$ cat config.mk
export PLATFORM = sky130hd
export DESIGN_NAME = seq_div_unsigned
export DESIGN_NICKNAME = d
export VERILOG_FILES = /design/src/rtl/arith_pkg.sv /design/src/rtl/div_step.sv /design/src/rtl/seq_div_unsigned.sv
export SDC_FILE = /design/constraint.sdc
export NUM_CORES = 1
export LEC_CHECK = 0
export CORE_ASPECT_RATIO = 1.4
export CORE_MARGIN = 8
export CORE_UTILIZATION = 55
export DETAILED_ROUTE_END_ITERATION = 7
export PLACE_DENSITY = 0.83
export SYNTH_ARGS = -nofsm -noshare
export SYNTH_HDL_FRONTEND = slang
export SYNTH_SLANG_ARGS = --single-unit
$ cat constraint.sdc
create_clock -name clk -period 5.9 [get_ports clk]
set_input_delay 0.885 -clock clk [delete_from_list [all_inputs] [get_ports clk]]
set_output_delay 0.885 -clock clk [all_outputs]
set_load 0.05 [all_outputs]
$ cat src/rtl/arith_pkg.sv
// Shared arithmetic-datapath definitions for the sequential unsigned divider.
package arith_pkg;

    localparam int unsigned DIV_W     = 4;
    localparam int unsigned DIV_CNT_W = $clog2(2 * DIV_W);

    // Quotient reported when the divisor is zero.
    localparam logic [2*DIV_W-1:0] DIV_DBZ_QUOTIENT = '1;

    typedef enum logic [1:0] {
        IDLE = 2'd0,
        CALC = 2'd1,
        DONE = 2'd2
    } div_state_e;

endpackage

$ cat src/rtl/div_step.sv
// One restoring-division iteration: shift {R, Q-msb} left and trial-subtract the divisor.
module div_step
    import arith_pkg::*;
#(
    parameter int unsigned W = DIV_W
) (
    input  logic [W:0]   r_i,
    input  logic         q_msb_i,
    input  logic [W-1:0] divisor_i,
    output logic [W:0]   r_o,
    output logic         q_bit_o
);

    logic [W+1:0] sh;

    // R stays below the divisor, so the W+2-bit shifted value never overflows.
    always_comb begin
        sh      = {r_i, q_msb_i};
        q_bit_o = (sh >= (W+2)'(divisor_i));
        r_o     = q_bit_o ? (W+1)'(sh - (W+2)'(divisor_i)) : (W+1)'(sh);
    end

endmodule

$ cat src/rtl/seq_div_unsigned.sv
// Iterative unsigned restoring divider, one quotient bit per clock, valid/ready on both sides.
module seq_div_unsigned
    import arith_pkg::*;
#(
    parameter int unsigned W = DIV_W
) (
    input  logic             clk,
    input  logic             rst_n,
    input  logic             in_valid,
    output logic             in_ready,
    input  logic [2*W-1:0]   dividend,
    input  logic [W-1:0]     divisor,
    output logic             out_valid,
    input  logic             out_ready,
    output logic [2*W-1:0]   quotient,
    output logic [W-1:0]     remainder,
    output logic             div_by_zero
);

    localparam int unsigned QW    = 2 * W;
    localparam int unsigned CNT_W = (W == DIV_W) ? DIV_CNT_W : $clog2(2 * W);
    localparam logic [QW-1:0] DBZ_Q = (W == DIV_W) ? QW'(DIV_DBZ_QUOTIENT) : {QW{1'b1}};

    div_state_e       state_q, state_d;
    logic             in_ready_q, in_ready_d;
    logic             out_valid_q, out_valid_d;
    logic [W:0]       r_q, r_d;
    logic [QW-1:0]    q_q, q_d;
    logic [CNT_W-1:0] cnt_q, cnt_d;
    logic [W-1:0]     div_q, div_d;
    logic [QW-1:0]    quot_q, quot_d;
    logic [W-1:0]     rem_q, rem_d;
    logic             dbz_q, dbz_d;

    logic [W:0]       step_r;
    logic             step_q;

    div_step #(
        .W (W)
    ) u_step (
        .r_i       (r_q),
        .q_msb_i   (q_q[QW-1]),
        .divisor_i (div_q),
        .r_o       (step_r),
        .q_bit_o   (step_q)
    );

    // Next-state and result-register logic.
    always_comb begin
        state_d     = state_q;
        in_ready_d  = in_ready_q;
        out_valid_d = out_valid_q;
        r_d         = r_q;
        q_d         = q_q;
        cnt_d       = cnt_q;
        div_d       = div_q;
        quot_d      = quot_q;
        rem_d       = rem_q;
        dbz_d       = dbz_q;

        case (state_q)
            IDLE: begin
                if (in_valid && in_ready_q) begin
                    div_d      = divisor;
                    in_ready_d = 1'b0;
                    if (divisor == '0) begin
                        state_d     = DONE;
                        out_valid_d = 1'b1;
                        quot_d      = DBZ_Q;
                        rem_d       = '0;
                        dbz_d       = 1'b1;
                    end else begin
                        state_d = CALC;
                        r_d     = '0;
                        q_d     = dividend;
                        cnt_d   = CNT_W'(QW - 1);
                        dbz_d   = 1'b0;
                    end
                end
            end

            CALC: begin
                r_d   = step_r;
                q_d   = {q_q[QW-2:0], step_q};
                cnt_d = cnt_q - CNT_W'(1);
                if (cnt_q == '0) begin
                    state_d     = DONE;
                    out_valid_d = 1'b1;
                    quot_d      = {q_q[QW-2:0], step_q};
                    rem_d       = step_r[W-1:0];
                end
            end

            DONE: begin
                // Returning to IDLE here blocks any accept on the handshake edge.
                if (out_ready) begin
                    state_d     = IDLE;
                    out_valid_d = 1'b0;
                    in_ready_d  = 1'b1;
                end
            end

            default: begin
                state_d     = IDLE;
                in_ready_d  = 1'b1;
                out_valid_d = 1'b0;
            end
        endcase
    end

    always_ff @(posedge clk) begin
        if (!rst_n) begin
            state_q     <= IDLE;
            in_ready_q  <= 1'b1;
            out_valid_q <= 1'b0;
            r_q         <= '0;
            q_q         <= '0;
            cnt_q       <= '0;
            div_q       <= '0;
            quot_q      <= '0;
            rem_q       <= '0;
            dbz_q       <= 1'b0;
        end else begin
            state_q     <= state_d;
            in_ready_q  <= in_ready_d;
            out_valid_q <= out_valid_d;
            r_q         <= r_d;
            q_q         <= q_d;
            cnt_q       <= cnt_d;
            div_q       <= div_d;
            quot_q      <= quot_d;
            rem_q       <= rem_d;
            dbz_q       <= dbz_d;
        end
    end

    assign in_ready    = in_ready_q;
    assign out_valid   = out_valid_q;
    assign quotient    = quot_q;
    assign remainder   = rem_q;
    assign div_by_zero = dbz_q;

endmodule
==> impl_metrics.toml, run 1 <==
[sta]
skew_ns = 0.005852
slew_violations = 0
setup_tns_ns = 0
max_slew.worst_pin.slew_ns = 1.037
fin_ws_ns = 3.205
relSlewSlack = 0.3075
timing.final.hold_violations = 0
setup_viol = 0
max_freq_mhz = 371.0
rsz0062_at_grt = "no"
post-route-period-util = 0.4568
period_minus_slack_ns = 2.695

[drt]
vias_per_cell = 5.675
drt-pass1-iter-count = 4
avgRoutedWirePerCell_um = 15.00
wirelength_mm = 3.824
drt_iter0_drc = 70
route.detailed.drc = 0
ant_nets = 0
vias = 1447

[pwr]
leakage_nw = 0.8569
p_per_area_mw_per_mm2 = 320.7
vdd_ir_drop_max_mv = 0.2353

[clock_tree]
insertion_delay_ns = 0.29
cts_resized = 0
numCtsBuffers = 5
postCtsHoldBufs = 0
clk_pin_slew_ns = 0.07
cts_tree = "built"
htreeDepth = 2
post-cts-setup-buffers = 0
root_buffer = "clkbuf_8"
clockBufferDepth = 2
cts_sinks = 37

[logic_synthesis]
syn-instance-count = 189
avgSynthCellArea_um2 = 9.063
syn-num-nets = 212
synth.largest_area_cell = "dfxtp_1"
ys_types = 37
ys_warn_count = 0
yosys.area.top_type_share = 0.4324
synth_seq_area_share = 0.4324
synthTopCellsByArea = "dfxtp_1 (43%), nand2_1 (6.1%), o211a_1 (5.3%), o221a_1 (5.3%), ha_1 (4.4%)"
ys_seq_elements = 37
syn_area_mm2 = 0.001713

[worst_hold_path]
holdPathStages = 2
hold_class = "register to register"
hp-start = "cnt_q[0]$_SDFFE_PN0P_"

[global_routing]
grt_pass1_wl_mm = 6.492
grt.met1_usage = 0.1768
globalRouteMet3Util = 0.04775
grt.busiest_layer = "met2"
grt.total_usage = 0.1566
grt_pass1_vias = 1374
grt-ovfl-total = 0
antenna_found_initial = 0
grt_util_met2 = 0.2713
grt_max_degree = 38

[placement]
gp_congestion = 0.8457
place_area_mm2 = 0.002027
dp_hpwl_mm = 2.718
pre_cts_slack_ns = 2.902
io_buffers = 30

[floorplanning]
die_w_um = 63.17
io_pins = 31
start_util = 0.5648
design.core.area_mm2 = 0.003033
die_area_mm2 = 0.005181
rows = 24
dieHeight_um = 82.03

[worst_setup_path]
r2r_start = "state_q[0]$_SDFFE_PN0P_"
regToRegSetupSlack_ns = 3.61
cp-start-kind = "input port"
critPathCaptureType = "register"
worstPathRequired_ns = 6.13
reg2reg_depth = 3
arrival_ns = 2.93
critPathKind = "input port to register"
worstPathMaxFanout = 12
max_stage_delay_ns = 0.51
crit_path_cell_trace = "clkdlybuf4s50_1 -> nor4_4 -> or3b_1 -> a21oi_2 -> o221a_1"
slowest_stage = "a21oi_2"
critPathLaunch = "divisor[3]"

[job]
max_cap_viol_count = 0

[cells_and_area]
seq_area_um2 = 740.7
fin_util = 0.6968
final_area_mm2 = 0.002113
fin_nets = 239
num_antenna_cells = 0
fill_cells = 239
drive_gt1_frac = 0.06019
multi_input_area_um2 = 873.3
syn_to_final_growth_pct = 23.37

[run_status]
status = "finished clean"
cells in the mapped netlist (all sizes together):
| cell type | count |
|---|---|
| nor2b | 8 |
| nor4b | 1 |
| nor3b | 1 |
| o211ai | 1 |
| nand2 | 29 |
| a21oi | 6 |
| dfxtp | 37 |
| nor3 | 4 |
| o221a | 8 |
| inv | 13 |
| xor2 | 1 |
| o211a | 9 |
| o22ai | 3 |
| nand3 | 10 |
| fa | 1 |
| nand4 | 3 |
| ha | 6 |
| nand3b | 1 |
| o32ai | 4 |
| or3b | 1 |
| or2 | 1 |
| o21ai | 4 |
| and2 | 2 |
| nor2 | 7 |
| clkbuf | 9 |
| o21a | 2 |
| a31oi | 1 |
| buf | 3 |
| mux2i | 4 |
| a21boi | 2 |
| nor4 | 1 |
| nand2b | 5 |
| o31ai | 1 |
path summary, 6_finish.rpt:
| path | endpoint |
|---|---|
| worst min register to register | cnt_q[0]$_SDFFE_PN0P_ |
| worst max-delay path | quotient[4]$_SDFFE_PN0P_ |
| worst max register to register | quotient[5]$_SDFFE_PN0P_ |
| worst min-delay path | cnt_q[0]$_SDFFE_PN0P_ |
through the flow:
stage | hold WS [ns] | total power, W | cells
final | 0.4733 | 0.0006778 | 255
after floorplan | 0.4410 | 0.0004492 | 189
after global routing | 0.5028 | 0.0007167 | 255
after CTS | 0.4790 | 0.0006822 | 255
after detailed placement | 0.4551 | 0.0005061 | 248
after global placement | 0.4491 | 0.0005000 | 248
worst max-delay path: cells and delay by family:
kind            cells  cell delay, ns
simple gates        2            0.79
compound gates      2            0.79
buf+inv             1            0.46
cell usage in the layout (no fill, tap or decap), types with 4 or more instances in the layout:
| master | n |
|---|---|
| a21oi_1 | 5 |
| clkbuf_8 | 6 |
| clkdlybuf4s50_1 | 30 |
| dfxtp_1 | 37 |
| ha_1 | 6 |
| inv_1 | 13 |
| mux2i_1 | 4 |
| nand2_1 | 28 |
| nand2b_1 | 5 |
| nand3_1 | 10 |
| nor2_1 | 7 |
| nor2b_1 | 8 |
| o211a_1 | 9 |
| o21ai_0 | 4 |
| o221a_1 | 8 |
| o32ai_1 | 4 |
state kept, by name, indices dropped and copies added (netlist names):
name         cells
quotient         8
r_q              5
in_ready         1
state_q          2
q_q              8
div_by_zero      1
remainder        4
out_valid        1
div_q            4
cnt_q            3
logic make-up after synthesis:
family	synth area share
fa+ha+maj	0.05551
simple gates	0.2250
buf+inv	0.06063
xor+xnor	0.005114
mux	0.02338
compound gates	0.1980
flops	0.4324
metal layers:
metal / routed length [um] / vias to the layer above
met4: 62 / 0
met2: 1918 / 32
met5: 0 / -
met1: 1637 / 690
met3: 205 / 7
li1: - / 718
power by group:
part	total [W]	switching [W]	leakage (nW)	internal [W]
sequential	0.000299	0.0000209	0.303	0.000278
combinational	0.000203	0.000122	0.510	0.0000814
clock	0.000175	0.0000825	0.0443	0.0000926
total	0.000678	0.000226	0.857	0.000452
area by class of cell:
| type | instances | share of cell area |
|---|---|---|
| Clock buffer | 7 | 0.04085 |
| Sequential cell | 37 | 0.3505 |
| Inverter | 13 | 0.02309 |
| Multi-Input combinational cell | 127 | 0.4133 |
| Timing Repair Buffer | 32 | 0.1492 |
| Tap cell | 39 | 0.02309 |
(Power assumes the default switching activity.)
==> run 2, diff against run 1 <==
--- a/config.mk
+++ b/config.mk
@@ -7,9 +7,9 @@
 export LEC_CHECK = 0
 export CORE_ASPECT_RATIO = 1.4
 export CORE_MARGIN = 8
-export CORE_UTILIZATION = 55
+export CORE_UTILIZATION = 46
 export DETAILED_ROUTE_END_ITERATION = 7
-export PLACE_DENSITY = 0.83
+export PLACE_DENSITY = 0.74
 export SYNTH_ARGS = -nofsm -noshare
 export SYNTH_HDL_FRONTEND = slang
 export SYNTH_SLANG_ARGS = --single-unit
==> constraint.sdc (replaced) <==
create_clock -name clk -period 2.4 [get_ports clk]
set_input_delay 0.36 -clock clk [delete_from_list [all_inputs] [get_ports clk]]
set_output_delay 0.36 -clock clk [all_outputs]
set_load 0.05 [all_outputs]
==> impl_metrics.toml, run 2 (same netlist as run 1, synthesis figures left out) <==
[cells_and_area]
fin_nets = 244
multi_input_area_um2 = 873.3
layout_commonest_cell = "dfxtp_1"
seq_area_um2 = 740.7
fill_cells = 332
final_cells = 263
num_antenna_cells = 0
drive_gt1_frac = 0.08145
fin_util = 0.6036
syn_to_final_growth_pct = 27.25
layout_common_cells = "dfxtp_1 (37), clkdlybuf4s50_1 (30), nand2_1 (28)"

[global_routing]
grt_pass1_vias = 1439
grt_pass1_wl_mm = 6.568
antenna_found_initial = 0
grt-ovfl-total = 0
grt.total_usage = 0.1444
grt_max_degree = 38

[worst_hold_path]
hold_class = "register to register"
hp-start = "cnt_q[0]$_SDFFE_PN0P_"

[drt]
drt-pass1-iter-count = 4
wirelength_mm = 3.971
drt_iter0_drc = 74
vias = 1456
avgRoutedWirePerCell_um = 15.10
ant_nets = 0
route.detailed.drc = 0
vias_per_cell = 5.536

[placement]
dp_hpwl_mm = 2.917
io_buffers = 30
gp_congestion = 0.8269
dpl.cell_count = 256

[worst_setup_path]
worstPathRequired_ns = 2.60
cp_top_family = "adder cells"
critPathLaunch = "q_q[7]$_SDFFE_PN0P_"
critPathKind = "register to register"
crit_path_cell_trace = "inv_1 -> ha_1 -> fa_1 -> nand2b_1 -> a21oi_1 -> or2_1 -> nor2_1 -> o32ai_1"
worst-path-buf-inv = 1
worstPathMaxFanout = 8
critPathCaptureType = "register"
cp-start-kind = "register"
r2r_start = "q_q[7]$_SDFFE_PN0P_"
slowest_stage = "fa_1"
max_stage_delay_ns = 0.39
arrival_ns = 2.29

[sta]
max_freq_mhz = 477.4
post-route-period-util = 0.8729
setup_viol = 0
period_minus_slack_ns = 2.095
slew_violations = 0
timing.final.hold_violations = 0
skew_ns = 0.006673
setup_tns_ns = 0
rsz0062_at_grt = "no"
max_slew.worst_pin.slew_ns = 0.5260
relSlewSlack = 0.6474

[clock_tree]
cts_sinks = 37
cts_tree = "built"
root_buffer = "clkbuf_8"
htreeDepth = 2
clockBufferDepth = 2
numCtsBuffers = 5
post-cts-setup-buffers = 0
cts_resized = 0
insertion_delay_ns = 0.29
postCtsHoldBufs = 0
clk_pin_slew_ns = 0.07

[job]
max_cap_viol_count = 0

[floorplanning]
rows = 26
die_area_mm2 = 0.005960
design.core.area_mm2 = 0.003611
dieHeight_um = 88.20
io_pins = 31
start_util = 0.4744
die_w_um = 67.57

[pwr]
p_per_area_mw_per_mm2 = 777.9
total_power_w = 0.001696
vdd_ir_drop_max_mv = 0.5464
leakage_nw = 0.8895

[run_status]
status = "finished clean"
-- run 2: cell types whose count changed in the layout (fill, tap and decap cells not counted) --
cell / delta
buf_4: +3
buf_12: +2
-- run 2: area by class of cell --
cell class / instances / area share
multi-input combinational: 127 / 0.4007
sequential: 37 / 0.3398
timing repair buffer: 37 / 0.1734
clock buffer: 7 / 0.03961
tap: 42 / 0.02411
inverter: 13 / 0.02239
-- run 2: per-layer routing --
metal	wire length (um)	global-route usage
met1	1670	0.1635
met2	1980	0.2308
met3	193	0.04097
met4	126	0.08779
met5	0	0
-- run 2: path summary, 6_finish.rpt --
check | endpoint | slack (ns) | depth (start not counted)
hold / removal | cnt_q[0]$_SDFFE_PN0P_ | 0.48 | 2
hold reg to reg | cnt_q[0]$_SDFFE_PN0P_ | 0.48 | 2
setup / recovery | remainder[1]$_SDFFE_PN0P_ | 0.31 | 8
setup reg to reg | remainder[1]$_SDFFE_PN0P_ | 0.31 | 8
-- run 2: tightest hold or removal path, cell delays in order, from the launching register on --
cell      delay, ns
dfxtp_1        0.31
nand2_1        0.05
a21boi_0       0.06
-- run 2: where the power goes --
group          leakage (nW)  internal (W)  switching (W)
clock network        0.0443      0.000228       0.000205
logic                 0.542      0.000223       0.000304
registers             0.303      0.000684      0.0000519
-- run 2: through the flow --
step | setup WS [ns] | instance area, um^2 | hold WS, ns
finish | 0.3052 | 2180 | 0.4750
global route | 0.09610 | 2180 | 0.5035
CTS | 0.3101 | 2180 | 0.4797
detailed placement | 0.2154 | 2093 | 0.4706
global placement | 0.2441 | 2093 | 0.4502
floorplan | 0.3487 | 1713 | 0.4410
==> run 3, diff against run 2 <==
--- a/config.mk
+++ b/config.mk
@@ -5,11 +5,12 @@
 export SDC_FILE = /design/constraint.sdc
 export NUM_CORES = 1
 export LEC_CHECK = 0
+export ABC_AREA = 1
 export CORE_ASPECT_RATIO = 1.4
-export CORE_MARGIN = 8
-export CORE_UTILIZATION = 46
+export CORE_UTILIZATION = 47
 export DETAILED_ROUTE_END_ITERATION = 7
-export PLACE_DENSITY = 0.74
+export MAX_ROUTING_LAYER = met4
+export PLACE_DENSITY = 0.75
 export SYNTH_ARGS = -nofsm -noshare
 export SYNTH_HDL_FRONTEND = slang
 export SYNTH_SLANG_ARGS = --single-unit
==> impl_metrics.toml, run 3 <==
[sta]
setup_viol = 0
max_freq_mhz = 551.8
timing.final.hold_violations = 0
rsz0062_at_grt = "no"
period_minus_slack_ns = 1.812
post-route-period-util = 0.7551
relSlewSlack = 0.6641
max_slew.worst_pin.slew_ns = 0.5023
slew_violations = 0
setup_tns_ns = 0
skew_ns = 0.009879

[clock_tree]
cts_sinks = 37
clk_pin_slew_ns = 0.08
insertion_delay_ns = 0.28
clockBufferDepth = 2
numCtsBuffers = 5
post-cts-setup-buffers = 0
htreeDepth = 2
postCtsHoldBufs = 0
cts_tree = "built"
cts_resized = 0
root_buffer = "clkbuf_8"

[logic_synthesis]
yosys.area_share.simple = 0.2361
synth_ff_type = "dfxtp_1"
avgSynthCellArea_um2 = 7.481
syn-num-nets = 261
syn_area_mm2 = 0.001780
synth-edff-count = 0
synth-xor-area-share = 0.009838
ys_types = 28
synth_adder_area_share = 0.05341
synth_seq_area_share = 0.4160
yosys.area.top_type_share = 0.4160
synth-compound-area-share = 0.1750
syn-instance-count = 238
ys_warn_count = 0
synth_top_family_by_area = "simple AND/OR/NAND/NOR gates"
ys_seq_elements = 37
ys_top_cells_by_count = "dfxtp_1 (37), nand2_1 (33), inv_1 (30), nor2_1 (30), a21oi_1 (21)"
synth.largest_area_cell = "dfxtp_1"
synthTopCellsByArea = "dfxtp_1 (42%), nand2_1 (7.0%), inv_1 (6.3%), nor2_1 (6.3%), a21oi_1 (5.9%)"
synthMuxAreaShare = 0
yosysMostFrequentCell = "dfxtp_1"
synth-async-reset-ratio = 0

[worst_hold_path]
hold_class = "register to register"
min_to = "div_q[2]$_SDFFE_PN0P_"
holdPathStages = 2
hp-start = "div_q[2]$_SDFFE_PN0P_"

[pwr]
clockPowerShare = 0.214
leakage_nw = 1.015
vdd_ir_drop_max_mv = 0.7101
p_seq_frac = 0.333
switchingPower_w = 0.001056
cell_internal_pwr_w = 0.001511
p_per_area_mw_per_mm2 = 1156
swShare = 0.4114
p_comb_frac = 0.453

[cells_and_area]
drive_gt1_frac = 0.08856
layout_commonest_cell = "dfxtp_1"
layout_common_cells = "dfxtp_1 (37), nand2_1 (33), inv_1 (30), nor2_1 (30), clkdlybuf4s50_1 (30)"
fin_nets = 293
final_cells = 313
fill_cells = 336
syn_to_final_growth_pct = 24.67
num_antenna_cells = 0

[drt]
avgRoutedWirePerCell_um = 12.05
ant_nets = 0
drt_iter0_drc = 39
wirelength_mm = 3.773
vias_per_cell = 5.128
drt-pass1-iter-count = 4
vias = 1605
route.detailed.drc = 0

[run_status]
status = "finished clean"

[worst_setup_path]
critPathKind = "register to register"
cp-start-kind = "register"
r2r-end = "remainder[2]$_SDFFE_PN0P_"
r2r_start = "q_q[7]$_SDFFE_PN0P_"
worstPathMaxFanout = 6
regToRegSetupSlack_ns = 0.59
arrival_ns = 2.05
critPathCaptureType = "register"
worstPathRequired_ns = 2.64
reg2reg_depth = 10

[floorplanning]
start_util = 0.4887
die_w_um = 54.02
die_area_mm2 = 0.004042
design.core.area_mm2 = 0.003643
rows = 26
io_pins = 31
dieHeight_um = 74.83

[job]
max_cap_viol_count = 0

[placement]
io_buffers = 30
gp_congestion = 0.8109
dp_hpwl_mm = 2.821
dpl.cell_count = 305

[global_routing]
grt_pass1_vias = 1531
grt-ovfl-total = 0
grt_pass1_wl_mm = 6.465
antenna_found_initial = 0
grt_max_degree = 25
grt.total_usage = 0.2249
run 3: final cells by class:
cell class | instances | area, um^2 | area share
clock buffers | 7 | 86.33 | 0.03890
clock inverters | 1 | 30.03 | 0.01353
inverters | 34 | 127.6 | 0.05750
multi-input cells | 157 | 844.6 | 0.3805
flip-flops and latches | 37 | 740.7 | 0.3337
well taps | 42 | 52.55 | 0.02368
repair buffers | 35 | 337.8 | 0.1522
run 3: logic make-up (layout without fill, tap and decap cells):
logic type      after synthesis  in the layout
compound gates               56             56
xor+xnor                      2              2
fa+ha+maj                     7              7
buf+inv                      44             77
flops                        37             37
simple gates                 92             92
run 3: how the worst max path moves through the flow:
stage | endpoint | cells past startpoint | start | slack (ns)
2_1_floorplan | r_q[4]$_SDFFE_PN0P_ | 10 | q_q[7]$_SDFFE_PN0P_ | 0.82
3_3_place_gp | remainder[1]$_SDFFE_PN0P_ | 9 | divisor[1] | 0.51
3_5_place_dp | remainder[1]$_SDFFE_PN0P_ | 9 | divisor[1] | 0.47
4_1_cts | div_by_zero | 1 | div_by_zero$_SDFFE_PN0P_ | 0.59
5_1_grt | remainder[2]$_SDFFE_PN0P_ | 10 | q_q[7]$_SDFFE_PN0P_ | 0.44
6_report | remainder[2]$_SDFFE_PN0P_ | 10 | q_q[7]$_SDFFE_PN0P_ | 0.59
run 3: power groups by stage:
stage	clock, W	sequential [W]	combinational [W]
6_report	0.000549	0.000855	0.00116
5_1_grt	0.000587	0.000872	0.00129
4_1_cts	0.000563	0.000856	0.00117
3_5_place_dp	0	0.000868	0.00117
3_3_place_gp	0	0.000867	0.00115
2_1_floorplan	0	0.00108	0.000668
run 3: worst max-delay path, cell delays in order (launching register included):
cell and delay (ns):
dfxtp_1 0.36, inv_1 0.05, ha_1 0.20, fa_1 0.41, nor2_1 0.15, nor2_2 0.09
nand2_2 0.14, nand3_1 0.14, nand3_1 0.12, nand2_1 0.06, inv_1 0.05
run 3: per-layer routing:
layer  share of wire  routed length [um]  track usage
met5               0                   0            -
met4           0.010                  38      0.05983
met3           0.023                  85      0.04848
met2            0.56                2122       0.4156
met1            0.40                1527       0.2328
run 3: through the flow:
| step | power, W | utilization | hold WS [ns] | instance area (um^2) | setup slack, ns |
|---|---|---|---|---|---|
| after global routing | 0.002753 | 0.6092 | 0.4896 | 2220 | 0.4363 |
| after global placement | 0.002014 | 0.5773 | 0.4553 | 2103 | 0.5054 |
| after CTS | 0.002590 | 0.6092 | 0.4680 | 2220 | 0.5886 |
| after detailed placement | 0.002034 | 0.5773 | 0.4590 | 2103 | 0.4736 |
| after floorplan | 0.001748 | - | 0.4333 | 1780 | 0.8218 |
| final | 0.002566 | 0.6092 | 0.4662 | 2220 | 0.5879 |
